$ cat config.mk
export PLATFORM = sky130hd
export DESIGN_NAME = sccb_write_master
export DESIGN_NICKNAME = d
export VERILOG_FILES = /design/src/rtl/sccb_write_master.sv
export SDC_FILE = /design/constraint.sdc
export NUM_CORES = 1
export LEC_CHECK = 0
export CAP_MARGIN = 10
export CORE_UTILIZATION = 37
export DETAILED_ROUTE_END_ITERATION = 8
export PLACE_DENSITY = 0.67
export SLEW_MARGIN = 20
export SYNTH_ARGS = -nofsm -noshare
export SYNTH_HDL_FRONTEND = slang
export SYNTH_SLANG_ARGS = --single-unit
$ cat constraint.sdc
create_clock -name clk_i -period 2.6 [get_ports clk_i]
set_input_delay 0.39 -clock clk_i [delete_from_list [all_inputs] [get_ports clk_i]]
set_output_delay 0.39 -clock clk_i [all_outputs]
set_load 0.03 [all_outputs]
$ cat src/rtl/sccb_write_master.sv
// SCCB (OV7670-style) single-register 3-phase write master: ID byte, sub-address, data.
// Define SCCB_ACK_CHECK_EN to sample the 9th bit of each phase and flag a NACK.
module sccb_write_master #(
    parameter int         QTR_DIV = 250,
    parameter logic [7:0] DEV_ID  = 8'h42
) (
    input  logic       clk_i,
    input  logic       rst_i,
    input  logic       start_i,
    input  logic [7:0] reg_addr_i,
    input  logic [7:0] reg_data_i,
    input  logic       siod_i,
    output logic       ready_o,
    output logic       done_o,
    output logic       nack_o,
    output logic       sioc_o,
    output logic       siod_o,
    output logic       siod_oe_o
);
    localparam int            QW   = (QTR_DIV > 1) ? $clog2(QTR_DIV) : 1;
    localparam logic [QW-1:0] QMAX = QW'(QTR_DIV - 1);

    typedef enum logic [2:0] {
        S_IDLE  = 3'd0,
        S_START = 3'd1,
        S_BIT   = 3'd2,
        S_STOP  = 3'd3,
        S_DONE  = 3'd4
    } state_t;

    state_t        r_state, w_state_nxt;
    logic [QW-1:0] r_qcnt, w_qcnt_nxt;
    logic [1:0]    r_step, w_step_nxt;
    logic [3:0]    r_bit, w_bit_nxt;
    logic [1:0]    r_phase, w_phase_nxt;
    logic [23:0]   r_shift, w_shift_nxt;
    logic          r_sioc, w_sioc_nxt;
    logic          r_siod, w_siod_nxt;
    logic          r_oe, w_oe_nxt;
    logic          r_nack, w_nack_nxt;
    logic          w_busy;
    logic          w_tick;

`ifndef SCCB_ACK_CHECK_EN
    logic w_unused_siod;
    assign w_unused_siod = siod_i;
`endif

    assign ready_o   = (r_state == S_IDLE) || (r_state == S_DONE);
    assign done_o    = (r_state == S_DONE);
    assign nack_o    = r_nack;
    assign sioc_o    = r_sioc;
    assign siod_o    = r_siod;
    assign siod_oe_o = r_oe;

    always_ff @(posedge clk_i or posedge rst_i) begin
        if (rst_i) begin
            r_state <= S_IDLE;
            r_qcnt  <= '0;
            r_step  <= 2'd0;
            r_bit   <= 4'd0;
            r_phase <= 2'd0;
            r_sioc  <= 1'b1;
            r_siod  <= 1'b1;
            r_oe    <= 1'b0;
            r_nack  <= 1'b0;
        end else begin
            r_state <= w_state_nxt;
            r_qcnt  <= w_qcnt_nxt;
            r_step  <= w_step_nxt;
            r_bit   <= w_bit_nxt;
            r_phase <= w_phase_nxt;
            r_sioc  <= w_sioc_nxt;
            r_siod  <= w_siod_nxt;
            r_oe    <= w_oe_nxt;
            r_nack  <= w_nack_nxt;
        end
    end

    // Frame shifter carries no control meaning, so it is left out of reset.
    always_ff @(posedge clk_i) begin
        r_shift <= w_shift_nxt;
    end

    always_comb begin
        w_state_nxt = r_state;
        w_qcnt_nxt  = r_qcnt;
        w_step_nxt  = r_step;
        w_bit_nxt   = r_bit;
        w_phase_nxt = r_phase;
        w_shift_nxt = r_shift;
        w_sioc_nxt  = r_sioc;
        w_siod_nxt  = r_siod;
        w_oe_nxt    = r_oe;
        w_nack_nxt  = r_nack;
        w_busy      = (r_state == S_START) || (r_state == S_BIT) || (r_state == S_STOP);
        w_tick      = w_busy && (r_qcnt == QMAX);

        if (w_busy) begin
            w_qcnt_nxt = w_tick ? '0 : r_qcnt + QW'(1);
        end

        case (r_state)
            S_IDLE, S_DONE: begin
                w_state_nxt = S_IDLE;
                if (start_i) begin
                    w_state_nxt = S_START;
                    w_qcnt_nxt  = '0;
                    w_step_nxt  = 2'd0;
                    w_bit_nxt   = 4'd0;
                    w_phase_nxt = 2'd0;
                    w_shift_nxt = {DEV_ID, reg_addr_i, reg_data_i};
                    w_nack_nxt  = 1'b0;
                end
            end
            S_START: begin
                if (w_tick) begin
                    if (r_step == 2'd0) begin
                        w_oe_nxt   = 1'b1;
                        w_siod_nxt = 1'b0;
                        w_step_nxt = 2'd1;
                    end else begin
                        w_sioc_nxt  = 1'b0;
                        w_step_nxt  = 2'd0;
                        w_state_nxt = S_BIT;
                    end
                end
            end
            S_BIT: begin
                if (w_tick) begin
                    w_step_nxt = r_step + 2'd1;
                    case (r_step)
                        2'd0: begin
                            // 9th bit of each phase is released to the pull-up.
                            if (r_bit == 4'd8) begin
                                w_oe_nxt   = 1'b0;
                                w_siod_nxt = 1'b1;
                            end else begin
                                w_oe_nxt   = 1'b1;
                                w_siod_nxt = r_shift[23];
                            end
                        end
                        2'd1: w_sioc_nxt = 1'b1;
                        2'd2: begin
`ifdef SCCB_ACK_CHECK_EN
                            if ((r_bit == 4'd8) && siod_i) begin
                                w_nack_nxt = 1'b1;
                            end
`endif
                        end
                        default: begin
                            w_sioc_nxt = 1'b0;
                            if (r_bit == 4'd8) begin
                                w_bit_nxt = 4'd0;
                                if (r_phase == 2'd2) begin
                                    w_state_nxt = S_STOP;
                                end else begin
                                    w_phase_nxt = r_phase + 2'd1;
                                end
                            end else begin
                                w_bit_nxt   = r_bit + 4'd1;
                                w_shift_nxt = {r_shift[22:0], 1'b0};
                            end
                        end
                    endcase
                end
            end
            S_STOP: begin
                if (w_tick) begin
                    w_step_nxt = r_step + 2'd1;
                    case (r_step)
                        2'd0: begin
                            w_oe_nxt   = 1'b1;
                            w_siod_nxt = 1'b0;
                        end
                        2'd1: w_sioc_nxt = 1'b1;
                        default: begin
                            w_oe_nxt    = 1'b0;
                            w_siod_nxt  = 1'b1;
                            w_step_nxt  = 2'd0;
                            w_state_nxt = S_DONE;
                        end
                    endcase
                end
            end
            default: w_state_nxt = S_IDLE;
        endcase
    end
endmodule

==> results of run 1 <==
## worst paths after layout
path	start	endpoint	slack (ns)	cells past startpoint
worst max-delay path	r_state[1]$_DFFE_PP0P_	done_o	0.31	3
min in group clk_i	sioc_o$_DFFE_PP1P_	sioc_o$_DFFE_PP1P_	0.47	2
worst min register to register	sioc_o$_DFFE_PP1P_	sioc_o$_DFFE_PP1P_	0.47	2
max in group asynchronous	rst_i	sioc_o$_DFFE_PP1P_	1.90	3
worst min-delay path	rst_i	r_bit[1]$_DFFE_PP0P_	0.41	3
worst max register to register	r_state[1]$_DFFE_PP0P_	r_shift[0]$_SDFFCE_PP0P_	0.56	5
## metrics by stage
step                      instances  hold slack, ns  power (W)  cell area, sq um  utilization (%)
after floorplan                 235          0.3777   0.001546              2439                -
after global placement          328          0.4613   0.001660              2729            42.98
after detailed placement        328          0.4622   0.001684              2729            42.98
after CTS                       336          0.4169   0.002168              2826            44.51
after global routing            336          0.4483   0.002305              2826            44.51
final                           336          0.4092   0.002147              2826            44.51
## metal layers
metal / vias to the layer above / part of all wire, % / track usage (%)
met5: - / 0 / 0
met4: 0 / 1.3 / 4.232
met3: 6 / 3.6 / 3.479
met2: 32 / 44 / 21.01
met1: 773 / 51 / 19.14
li1: 859 / - / -
## sequential cells by signal, indices dropped and copies added (netlist names)
register   cells
r_bit          4
r_state        3
r_step         2
r_shift       24
siod_o         1
r_phase        2
siod_oe_o      1
sioc_o         1
r_qcnt         8
## final cells by class
type / count / area (sq um)
multi-input cells: 163 / 1039
well taps: 77 / 96.34
repair buffers: 28 / 267.8
flip-flops and latches: 46 / 1274
fillers: 616 / 3523
clock inverters: 3 / 28.78
inverters: 14 / 52.55
clock buffers: 5 / 68.82
## cells in the final DEF, fill, tap and decap left out, drive strengths merged, types with 10 or more instances in the layout
master	count
inv	16
edfxtp	24
nor2	11
and2	10
nand2	54
ha	11
dfrtp	20
clkdlybuf4s50	23
## power by group through the flow
stage	Clock (W)	Combinational, W	Sequential [W]
after global routing	0.000522	0.000731	0.00105
after floorplan	0	0.000500	0.00105
final	0.000481	0.000632	0.00103
after global placement	0	0.000620	0.00104
after detailed placement	0	0.000637	0.00105
after CTS	0.000496	0.000641	0.00103
## cell families after synthesis
group                    Yosys count  synth area share (%)
AO/OA/AOI/OAI                     34                 10.69
AND/OR/NAND/NOR                  106                 21.69
flip-flops                        46                 52.31
other                              1                0.1540
buffers and inverters             26                 5.190
adder cells (fa/ha/maj)           11                 5.653
multiplexers                       5                 2.158
XOR/XNOR                           6                 2.159
## worst max-delay path: stages (launching register included)
cell             delay, ns
dfrtp_1               0.55
nor2_2                0.23
and2_1                0.15
clkdlybuf4s50_1       0.66
==> run summary, run 1 <==
The die covers 6909 sq um. The run gives 0.31 ns as the worst-skew pair later-pin latency. The wire length per cell after detailed routing works out to 12.83 microns.

Summing over every cut layer, the via total after detailed routing is 1670. Setup repair after global routing left no endpoint under its margin. For the H-tree depth reported by CTS, the log shows 2. The final layout contains 289 nets. The ratio of routed vias to standard cells is 4.970, and the remaining routing DRC violations is 0. The most frequently used flop master after synthesis is edfxtp_1. After clock tree synthesis, the setup repair step added 0 buffers. By instance count, the leading cell after synthesis is nand2_1. The worst setup path is launched from a register.

The post-synth net total is 266. The worst vdd rail ir drop was 302.9 uV. The clock-pin slew on the worst setup and hold paths is 0.10 ns, and the post-synthesis sequential area ratio is 52.31%.

Of the total power, the share spent switching nets is 34.71%. Placement row count: 29. The logs give 46 for the number of clock sinks and 56 for the count of distinct cell types in the synthesized netlist. The worst setup skew after layout is 0.008386 ns, and the total standard cell area after synthesis is 2435 sq um.

For the pin with the worst max-slew slack, the measured transition is 0.5893 ns. The analysis attributes to cell leakage a power of 1.197 nW. Power density over the cells: 759.5 nW/um^2.

Prior to clock tree synthesis, the placed netlist has a worst setup slack of 0.5547 ns. The tools report the sequential cell fraction of total power as 48.1%. Across the run, the number of max-cap violations was 0. The Yosys step of the flow raised 0 warnings. Summed over all instances, the cell type with the most area after synthesis is edfxtp_1. The post-synthesis register bit count was 46; the minimum clock period after layout was 2.290 ns. The first global-routing pass estimated 7.645 mm of wire. The number of synthesized flops with an enable pin is 24.

The run gives 0 as the final-report hold violation count. Along the worst path, the maximum fanout reaches 14. Summed over all layers, the routed wires come to 4.310 mm. The tree is rooted in a clkbuf_8. After global routing the overflow that remains totals 0.

The run gives 1.90 ns as the data arrival time of the critical path. The logs give 0 for the number of antenna violations at the first check in global routing and 13.73% for the global routing usage summed across all routing layers. In this run the tightest slew margin relative to its limit is 60.72%.

A synthesized cell averages 10.36 sq um. Of the cells placed in the final design, the portion with a size suffix greater than 1 is 8.880%. At the end of routability-driven placement, the weighted congestion stood at 0.7785.

For this run, the top clock speed supported by timing is 436.6 MHz. Once the floorplan was initialized, standard cells occupied 38.34% of the core. Measured along the y axis, the die boundary spans 83.12 microns.

The final count of negative-setup-slack endpoints came out at 0. Dividing the final minimum period by the clock period gives 88.09%. The repair_antennas step left the layout with diodes totalling 0. Cell internal power was estimated by the tool at 0.001402 W. STA puts the critical path data required time at 2.21 ns.

The remaining number of nets flagged by the antenna check after routing is 0, and the synthesis-to-finish area growth is 16.08%. The top cell type by area accounts for 29.60% of the synthesized area. The run finished with clean final reports. The number of instances in the synthesized netlist was 235. Sorting the synthesized cells by area gives the leading types as edfxtp_1 (30%), dfrtp_1 (21%), nand2_1 (8.2%). Once detailed placement completed, the half-perimeter wirelength came to 2.932 mm. The power spent charging and discharging nets is 0.0007450 W, and the final count of pins violating max slew is 0. Classification of the worst setup path: reg -> out. Once the clock tree was built, the resizer swapped 0 gates to a different size.

Pin placement for this block handled 26 I/O pins. STA classifies the critical path endpoint as a primary output. The slack of the critical path is 0.3097 ns.

The logs give 29.5% for the share of total power in combinational logic and 1650 for the via count of the first global-routing pass. TritonCTS built the clock tree. The detailed router finished its first iteration with 99 violations. The die width came out at 83.12 microns. The floorplan step defined a core boundary enclosing 6350 sq um. Before antenna repair, the detailed router went through 4 iterations. For the pin count of the biggest net entering global routing, the log shows 32. The path type of the worst min-delay path is in -> async. Of the total power, the clock network draws 22.4%. The async set-or-reset flop fraction in the synthesized netlist was 47.83%. The hold buffer count at cts is 0, and the final-layout setup total negative slack is 0 ns.

Buffers inserted during clock tree synthesis total 5. By count the netlist is led by nand2_1 (53), edfxtp_1 (24), dfrtp_1 (20). The worst-case clock buffer depth was 2; the count of buffers inserted at the top-level ports was 23.
(Power assumes the default switching activity.)
==> run 2: changes to the inputs <==
--- a/config.mk
+++ b/config.mk
@@ -7,6 +7,7 @@
 export LEC_CHECK = 0
 export CAP_MARGIN = 10
 export CORE_UTILIZATION = 37
+export CTS_BUF_LIST = sky130_fd_sc_hd__clkbuf_8
 export DETAILED_ROUTE_END_ITERATION = 8
 export PLACE_DENSITY = 0.67
 export SLEW_MARGIN = 20
==> results of run 2 <==
Final layout, timing and power as in run 1 (identical DEF).
